File: config.mk
export PLATFORM = sky130hd
export DESIGN_NAME = alu_ctrl_exec
export DESIGN_NICKNAME = d
export VERILOG_FILES = /design/src/rtl/alu_ctrl_exec.sv
export SDC_FILE = /design/constraint.sdc
export NUM_CORES = 1
export LEC_CHECK = 0
export ABC_AREA = 1
export BUFFER_PORTS_ARGS = -buffer_cell sky130_fd_sc_hd__buf_2
export CAP_MARGIN = 10
export CORE_UTILIZATION = 65
export CTS_CLUSTER_DIAMETER = 120
export DETAILED_ROUTE_END_ITERATION = 10
export GPL_ROUTABILITY_DRIVEN = 0
export PLACE_DENSITY = 0.88
export SYNTH_ARGS = -nofsm -noshare
export SYNTH_HDL_FRONTEND = slang
export SYNTH_SLANG_ARGS = --single-unit
export TNS_END_PERCENT = 5
File: constraint.sdc
create_clock -name clk -period 4.8 [get_ports clk]
set_input_delay 1.2 -clock clk [delete_from_list [all_inputs] [get_ports clk]]
set_output_delay 1.2 -clock clk [all_outputs]
set_load 0.01 [all_outputs]
File: src/rtl/alu_ctrl_exec.sv
`default_nettype none
// +--------------------------------------------------------------------------+
// | Module   : alu_ctrl_exec                                                 |
// | Purpose  : Decode/execute slice of the 16-bit five-stage pipeline.       |
// |            Decodes one instruction per cycle into control bits, runs     |
// |            the byte-lane ALU, forms the next PC, and registers all       |
// |            outputs once.                                                 |
// | Ports    : clk, rst_n (async, active-low)                                |
// |            instr[15:0]  opcode/cond/lane/rd/rs1/rs2-imm3-offset/imm8     |
// |            pc[7:0], op_a[15:0], op_b[15:0]                               |
// |            next_pc[7:0], result[15:0], flag, regwr[1:0], memwr,          |
// |            wrbk_sel, dir_val[1:0], jmp, eop                              |
// | Options  : define MUL_EN to build the opcode-9 multiplier; otherwise     |
// |            opcode 9 decodes as NOP and no multiplier exists.             |
// | Revision : 1.0  initial release                                          |
// +--------------------------------------------------------------------------+
module alu_ctrl_exec (
  input  logic        clk,
  input  logic        rst_n,
  input  logic [15:0] instr,
  input  logic [7:0]  pc,
  input  logic [15:0] op_a,
  input  logic [15:0] op_b,
  output logic [7:0]  next_pc,
  output logic [15:0] result,
  output logic        flag,
  output logic [1:0]  regwr,
  output logic        memwr,
  output logic        wrbk_sel,
  output logic [1:0]  dir_val,
  output logic        jmp,
  output logic        eop
);

  localparam logic [3:0] c_OP_NOP   = 4'h0;
  localparam logic [3:0] c_OP_ADD   = 4'h1;
  localparam logic [3:0] c_OP_SUB   = 4'h2;
  localparam logic [3:0] c_OP_AND   = 4'h3;
  localparam logic [3:0] c_OP_OR    = 4'h4;
  localparam logic [3:0] c_OP_XOR   = 4'h5;
  localparam logic [3:0] c_OP_NOT   = 4'h6;
  localparam logic [3:0] c_OP_SHL   = 4'h7;
  localparam logic [3:0] c_OP_SHR   = 4'h8;
  localparam logic [3:0] c_OP_MUL   = 4'h9;
  localparam logic [3:0] c_OP_LDI   = 4'hA;
  localparam logic [3:0] c_OP_LOAD  = 4'hB;
  localparam logic [3:0] c_OP_STORE = 4'hC;
  localparam logic [3:0] c_OP_ADDI  = 4'hD;
  localparam logic [3:0] c_OP_JMP   = 4'hE;
  localparam logic [3:0] c_OP_EOP   = 4'hF;

  localparam logic [1:0] c_LANE_NONE = 2'b00;
  localparam logic [1:0] c_LANE_LO   = 2'b01;
  localparam logic [1:0] c_LANE_HI   = 2'b10;

  // Instruction fields
  logic [3:0] w_op;
  logic       w_cond;
  logic [1:0] w_lane;
  logic [2:0] w_imm3;
  logic [7:0] w_imm8;
  logic       w_unused;

  assign w_op     = instr[15:12];
  assign w_cond   = instr[11];
  assign w_lane   = instr[10:9];
  assign w_imm3   = instr[2:0];
  assign w_imm8   = instr[7:0];
  assign w_unused = instr[8];   // rd[2] is only consumed by the register file

  // Registered outputs
  logic [7:0]  r_next_pc;
  logic [15:0] r_result;
  logic        r_flag;
  logic [1:0]  r_regwr;
  logic        r_memwr;
  logic        r_wrbk_sel;
  logic [1:0]  r_dir_val;
  logic        r_jmp;
  logic        r_eop;

  // Lane operands are right-justified and zero-extended, so a single
  // datapath serves both the 8-bit and 16-bit cases; the carry position
  // and the final mask are what differ.
  logic        w_is8;
  logic [15:0] w_a;
  logic [15:0] w_b;
  logic [15:0] w_badd;
  logic [15:0] w_mask;
  logic [16:0] w_sum;
  logic [15:0] w_diff;

  assign w_is8  = (w_lane != 2'b11);
  assign w_a    = (w_lane == c_LANE_HI) ? {8'h00, op_a[15:8]} :
                  (w_lane == c_LANE_LO) ? {8'h00, op_a[7:0]}  : op_a;
  assign w_b    = (w_lane == c_LANE_HI) ? {8'h00, op_b[15:8]} :
                  (w_lane == c_LANE_LO) ? {8'h00, op_b[7:0]}  : op_b;
  assign w_badd = (w_op == c_OP_ADDI) ? {13'h0000, w_imm3} : w_b;
  assign w_mask = w_is8 ? 16'h00FF : 16'hFFFF;
  assign w_sum  = {1'b0, w_a} + {1'b0, w_badd};
  assign w_diff = w_a - w_b;

  // ALU: raw lane result, carry/borrow, and which flag source applies
  logic [15:0] w_raw;
  logic        w_carry;
  logic        w_alu_op;     // opcode writes an ALU result
  logic        w_carry_op;   // flag is carry/borrow rather than zero
  logic [15:0] w_lres;
  logic [15:0] w_placed;

  always_comb begin
    w_raw      = 16'h0000;
    w_carry    = 1'b0;
    w_alu_op   = 1'b1;
    w_carry_op = 1'b0;
    case (w_op)
      c_OP_ADD, c_OP_ADDI: begin
        w_raw      = w_sum[15:0];
        w_carry    = w_is8 ? w_sum[8] : w_sum[16];
        w_carry_op = 1'b1;
      end
      c_OP_SUB: begin
        w_raw      = w_diff;
        w_carry    = (w_a < w_b);
        w_carry_op = 1'b1;
      end
      c_OP_AND: w_raw = w_a & w_b;
      c_OP_OR:  w_raw = w_a | w_b;
      c_OP_XOR: w_raw = w_a ^ w_b;
      c_OP_NOT: w_raw = ~w_a;
      // Counts past the lane width shift every lane bit out before masking
      c_OP_SHL: w_raw = w_a << w_b[3:0];
      c_OP_SHR: w_raw = w_a >> w_b[3:0];
`ifdef MUL_EN
      c_OP_MUL: w_raw = 16'(w_a[7:0]) * 16'(w_b[7:0]);
`endif
      default:  w_alu_op = 1'b0;
    endcase
  end

  assign w_lres   = w_raw & w_mask;
  assign w_placed = (w_lane == c_LANE_HI) ? {w_lres[7:0], 8'h00} : w_lres;

  // Decode and next-state selection
  logic [7:0]  w_next_pc;
  logic [15:0] w_result;
  logic        w_flag;
  logic [1:0]  w_regwr;
  logic        w_memwr;
  logic        w_wrbk_sel;
  logic [1:0]  w_dir_val;
  logic        w_jmp;
  logic        w_eop;
  logic        w_taken;

  // A conditional jump sees the flag as registered before this edge
  assign w_taken = ~w_cond | r_flag;

  always_comb begin
    w_next_pc  = pc + 8'd1;
    w_result   = 16'h0000;
    w_flag     = r_flag;
    w_regwr    = 2'b00;
    w_memwr    = 1'b0;
    w_wrbk_sel = 1'b0;
    w_dir_val  = 2'b00;
    w_jmp      = 1'b0;
    w_eop      = 1'b0;
    if (r_eop) begin
      // Halted: freeze PC, result and flag; no writes, no jumps
      w_next_pc = r_next_pc;
      w_result  = r_result;
      w_eop     = 1'b1;
    end else if (w_alu_op) begin
      if (w_op == c_OP_ADDI) begin
        w_dir_val = 2'b01;
      end
      if (w_lane != c_LANE_NONE) begin
        w_result = w_placed;
        w_regwr  = w_lane;
        w_flag   = w_carry_op ? w_carry : (w_placed == 16'h0000);
      end
    end else begin
      case (w_op)
        c_OP_LDI: begin
          w_dir_val = 2'b10;
          w_regwr   = w_lane;
          w_flag    = 1'b0;
          case (w_lane)
            c_LANE_NONE: w_result = 16'h0000;
            c_LANE_HI:   w_result = {w_imm8, 8'h00};
            default:     w_result = {8'h00, w_imm8};
          endcase
        end
        c_OP_LOAD: begin
          w_wrbk_sel = 1'b1;
          w_regwr    = w_lane;
        end
        c_OP_STORE: begin
          w_memwr  = 1'b1;
          w_result = op_a;
        end
        c_OP_JMP: begin
          w_jmp = w_taken;
          if (w_taken && (w_imm3 != 3'd0)) begin
            w_next_pc = pc + {5'd0, w_imm3};
          end
        end
        c_OP_EOP: begin
          // The halting instruction already holds the PC on itself
          w_eop     = 1'b1;
          w_next_pc = pc;
          w_result  = r_result;
        end
        default: ;  // NOP (and opcode 9 without the multiplier)
      endcase
    end
  end

  always_ff @(posedge clk or negedge rst_n) begin
    if (!rst_n) begin
      r_next_pc  <= 8'h00;
      r_result   <= 16'h0000;
      r_flag     <= 1'b0;
      r_regwr    <= 2'b00;
      r_memwr    <= 1'b0;
      r_wrbk_sel <= 1'b0;
      r_dir_val  <= 2'b00;
      r_jmp      <= 1'b0;
      r_eop      <= 1'b0;
    end else begin
      r_next_pc  <= w_next_pc;
      r_result   <= w_result;
      r_flag     <= w_flag;
      r_regwr    <= w_regwr;
      r_memwr    <= w_memwr;
      r_wrbk_sel <= w_wrbk_sel;
      r_dir_val  <= w_dir_val;
      r_jmp      <= w_jmp;
      r_eop      <= w_eop;
    end
  end

  assign next_pc  = r_next_pc;
  assign result   = r_result;
  assign flag     = r_flag;
  assign regwr    = r_regwr;
  assign memwr    = r_memwr;
  assign wrbk_sel = r_wrbk_sel;
  assign dir_val  = r_dir_val;
  assign jmp      = r_jmp;
  assign eop      = r_eop;

endmodule
`default_nettype wire

==> impl_metrics.csv <==
group,metric,value,unit
clock_network,clkSlewWorstSetupHoldPaths,0.07,ns
route,vias_per_cell,6.32,
worst_setup_path,crit_required,5.02,ns
timing,slew_violations,0,
timing,rsz0062_at_grt,"no",
floorplanning,num_rows,37,
finish,nets,1390,
clock_network,cts_buffer_depth,2,
worst_setup_path,arrival,4.64,ns
synthesis,synthTopCellsByArea,"nand2_1, nand3_1, ha_1",
place,place_inst,1389,
clock_network,cts_buffers,5,
route,dr_total_vias,8827,
floorplanning,die-area,0.0109,sq mm
synthesis,synth_cells,1188,
finish,multi_input_area,0.00514,sq mm
timing,period_share,92.0,%
clock_network,clk_latency,0.29,ns
finish,n_fill_cell,954,
timing,period_needed,4.41,ns
clock_network,htree_levels,2,
synthesis,synth_area_per_cell,5.74,sq um
route,drc,0,
place,dpl_cell_area,0.00732,sq mm
finish,finalInstanceArea,0.00741,sq mm
synthesis,synth-seq-cells,33,
global_route,grt_use_total,44.1,%
power,power_density,218,mW/mm^2
synthesis,yosysTopAreaCellShare,18.2,%
global_route,antenna_found_initial,0,
synthesis,ys_seq_area_share,12.1,%
clock_network,clock-root-buffer,"clkbuf_8",
power,vdd_drop_max,0.342,mV
route,drtAntennaViolNets,0,
place,dpl.hpwl,19200,um
floorplanning,start_util,66.6,%
place,numPortBuffers,89,
run,cap_violations,0,
clock_network,cts_resized,0,
global_route,grt_max_degree,34,
worst_setup_path,path_class,"input port to register",
global_route,grt_pass1_wl,38500,um
clock_network,post_cts_buffers,0,
finish,seqCellArea,826,sq um
floorplanning,io_pins,91,
global_route,grt_pass1_vias,7789,
power,p_leak,4.16,nW
route,routed_wl,24200,um
status,status,"completed",
floorplanning,die_h,104,um
finish,drive_gt1_share,12.1,%
synthesis,yosys_warnings,0,
floorplanning,coreArea,0.0102,sq mm
timing,slew_headroom,30.1,%
timing,fin_skew,0.00674,ns
synthesis,syn-cell-area,0.00682,sq mm
clock_network,holdBufCountCts,0,
timing,fin_hold_ws,0.480,ns
timing,worst_pin_slew,1.05,ns
worst_hold_path,hold_class,"register to register",
route,dr.pass1.iters,8,
finish,area_delta_synth_final,8.66,%
finish,final_cell_count_no_fill,1397,
timing,finalSetupTns,0,ns
finish,n_antenna_cell,0,
route,wl_per_cell,17.4,um
synthesis,synth.largest_area_cell,"nand2_1",
floorplanning,die_x,104,um
synthesis,synth_nets,1318,
route,drt_iter0_drc,1374,
timing,hold_viol,0,
worst_setup_path,worstPathMaxFanout,30,
timing,setup-violations-final,0,
synthesis,synth_cell_types,49,
worst_setup_path,end_kind,"register",
global_route,grt_overflow,0,
clock_network,cts_sinks,33,
worst_setup_path,critPathLaunchType,"input port",
finish,final_util,72.4,%
timing,fmax,0.227,GHz
clock_network,tritoncts,"built",
==> worst max-delay path, stage by stage <==
cell and delay (ns):
buf_2 0.29, nand2_4 0.20, buf_4 0.22, o21ai_2 0.21, buf_4 0.36, ha_1 0.31, o21bai_1 0.21, nand2_1 0.14
nand2_2 0.15, nand2_1 0.07, nand3_1 0.10, nand4_1 0.32, and2_1 0.27, a21oi_2 0.13, nand3_1 0.08, nor2_1 0.09
nand3_1 0.08, nand2_1 0.06, nand2_1 0.05, nand2_1 0.05
==> layout make-up <==
| cell class | instances | area share [%] |
|---|---|---|
| Multi-Input combinational cell | 955 | 69.5 |
| Sequential cell | 33 | 11.1 |
| Timing Repair Buffer | 109 | 8.04 |
| Inverter | 156 | 7.94 |
| Tap cell | 136 | 2.30 |
| Clock buffer | 6 | 0.980 |
| Clock inverter | 2 | 0.135 |
==> state kept, by name (all words and copies together) (netlist names) <==
signal / count
dir_val: 2
eop: 1
flag: 1
jmp: 1
memwr: 1
next_pc: 8
regwr: 2
result: 16
wrbk_sel: 1
==> metrics by stage <==
| stage | setup WS, ns | power [mW] |
|---|---|---|
| floorplan | 0.853 | 1.07 |
| global placement | 0.335 | 1.35 |
| detailed placement | 0.291 | 1.37 |
| CTS | 0.567 | 1.58 |
| global route | 0.126 | 1.73 |
| finish | 0.386 | 1.61 |
==> placed cells by master (no fill, tap or decap), drive strengths merged <==
cell type | netlist | layout
a211oi | 1 | 1
a21boi | 3 | 3
a21o | 2 | 2
a21oi | 55 | 55
a221oi | 1 | 1
a31oi | 4 | 4
a32o | 5 | 5
a32oi | 7 | 7
and2 | 3 | 3
buf | 23 | 109
clkbuf | 21 | 6
clkinv | 2 | 4
dfrtp | 33 | 33
fa | 3 | 3
ha | 69 | 69
inv | 154 | 154
nand2 | 341 | 341
nand3 | 191 | 191
nand3b | 2 | 2
nand4 | 11 | 11
nor2 | 120 | 120
nor3 | 18 | 18
nor4 | 2 | 2
o2111ai | 3 | 3
o211ai | 7 | 7
o21ai | 62 | 62
o21bai | 4 | 4
o221ai | 9 | 9
o22ai | 10 | 10
o32ai | 8 | 8
or2 | 4 | 4
xnor2 | 5 | 5
xor2 | 5 | 5
==> kinds of logic (layout without fill, tap and decap cells) <==
| logic type | Yosys count | after routing | synth area share (%) |
|---|---|---|---|
| flops | 33 | 33 | 12.1 |
| fa+ha+maj | 72 | 72 | 13.5 |
| xor+xnor | 10 | 10 | 1.28 |
| simple gates | 692 | 692 | 44.1 |
| compound gates | 181 | 181 | 16.5 |
| buf+inv | 200 | 273 | 12.5 |
==> report_power, final <==
group	switching (mW)	internal (mW)
Sequential	0.0480	0.357
Clock	0.0986	0.100
Combinational	0.667	0.340
==> routing by layer <==
layer / vias to the layer above / GRT usage, % / part of all wire [%]
met4: 0 / 24.1 / 7.0
met5: - / 0 / 0
met1: 3916 / 56.2 / 37
li1: 4087 / - / -
met2: 667 / 67.2 / 42
met3: 157 / 11.8 / 14
==> final timing paths <==
path	startpoint	cells past startpoint	slack (ns)	to
min in group asynchronous	rst_n	1	0.96	next_pc[7]$_DFFE_PN0N_
setup / recovery	instr[10]	20	0.39	flag$_DFFE_PN0P_
max in group asynchronous	rst_n	1	3.36	result[15]$_DFFE_PN0P_
setup reg to reg	flag$_DFFE_PN0P_	6	2.77	next_pc[0]$_DFFE_PN0N_
hold reg to reg	result[11]$_DFFE_PN0P_	2	0.48	result[11]$_DFFE_PN0P_
hold / removal	result[11]$_DFFE_PN0P_	2	0.48	result[11]$_DFFE_PN0P_
==> synth_stat cells (all sizes together) <==
cell type,number
nand2,341
nand3,191
inv,154
nor2,120
ha,69
o21ai,62
a21oi,55
dfrtp,33
buf,23
clkbuf,21
nor3,18
nand4,11
o22ai,10
o221ai,9
o32ai,8
a32oi,7
o211ai,7
a32o,5
xnor2,5
xor2,5
a31oi,4
o21bai,4
or2,4
a21boi,3
and2,3
fa,3
o2111ai,3
a21o,2
clkinv,2
nand3b,2
nor4,2
a211oi,1
a221oi,1
Note: power is estimated with default switching activity, not from simulation.
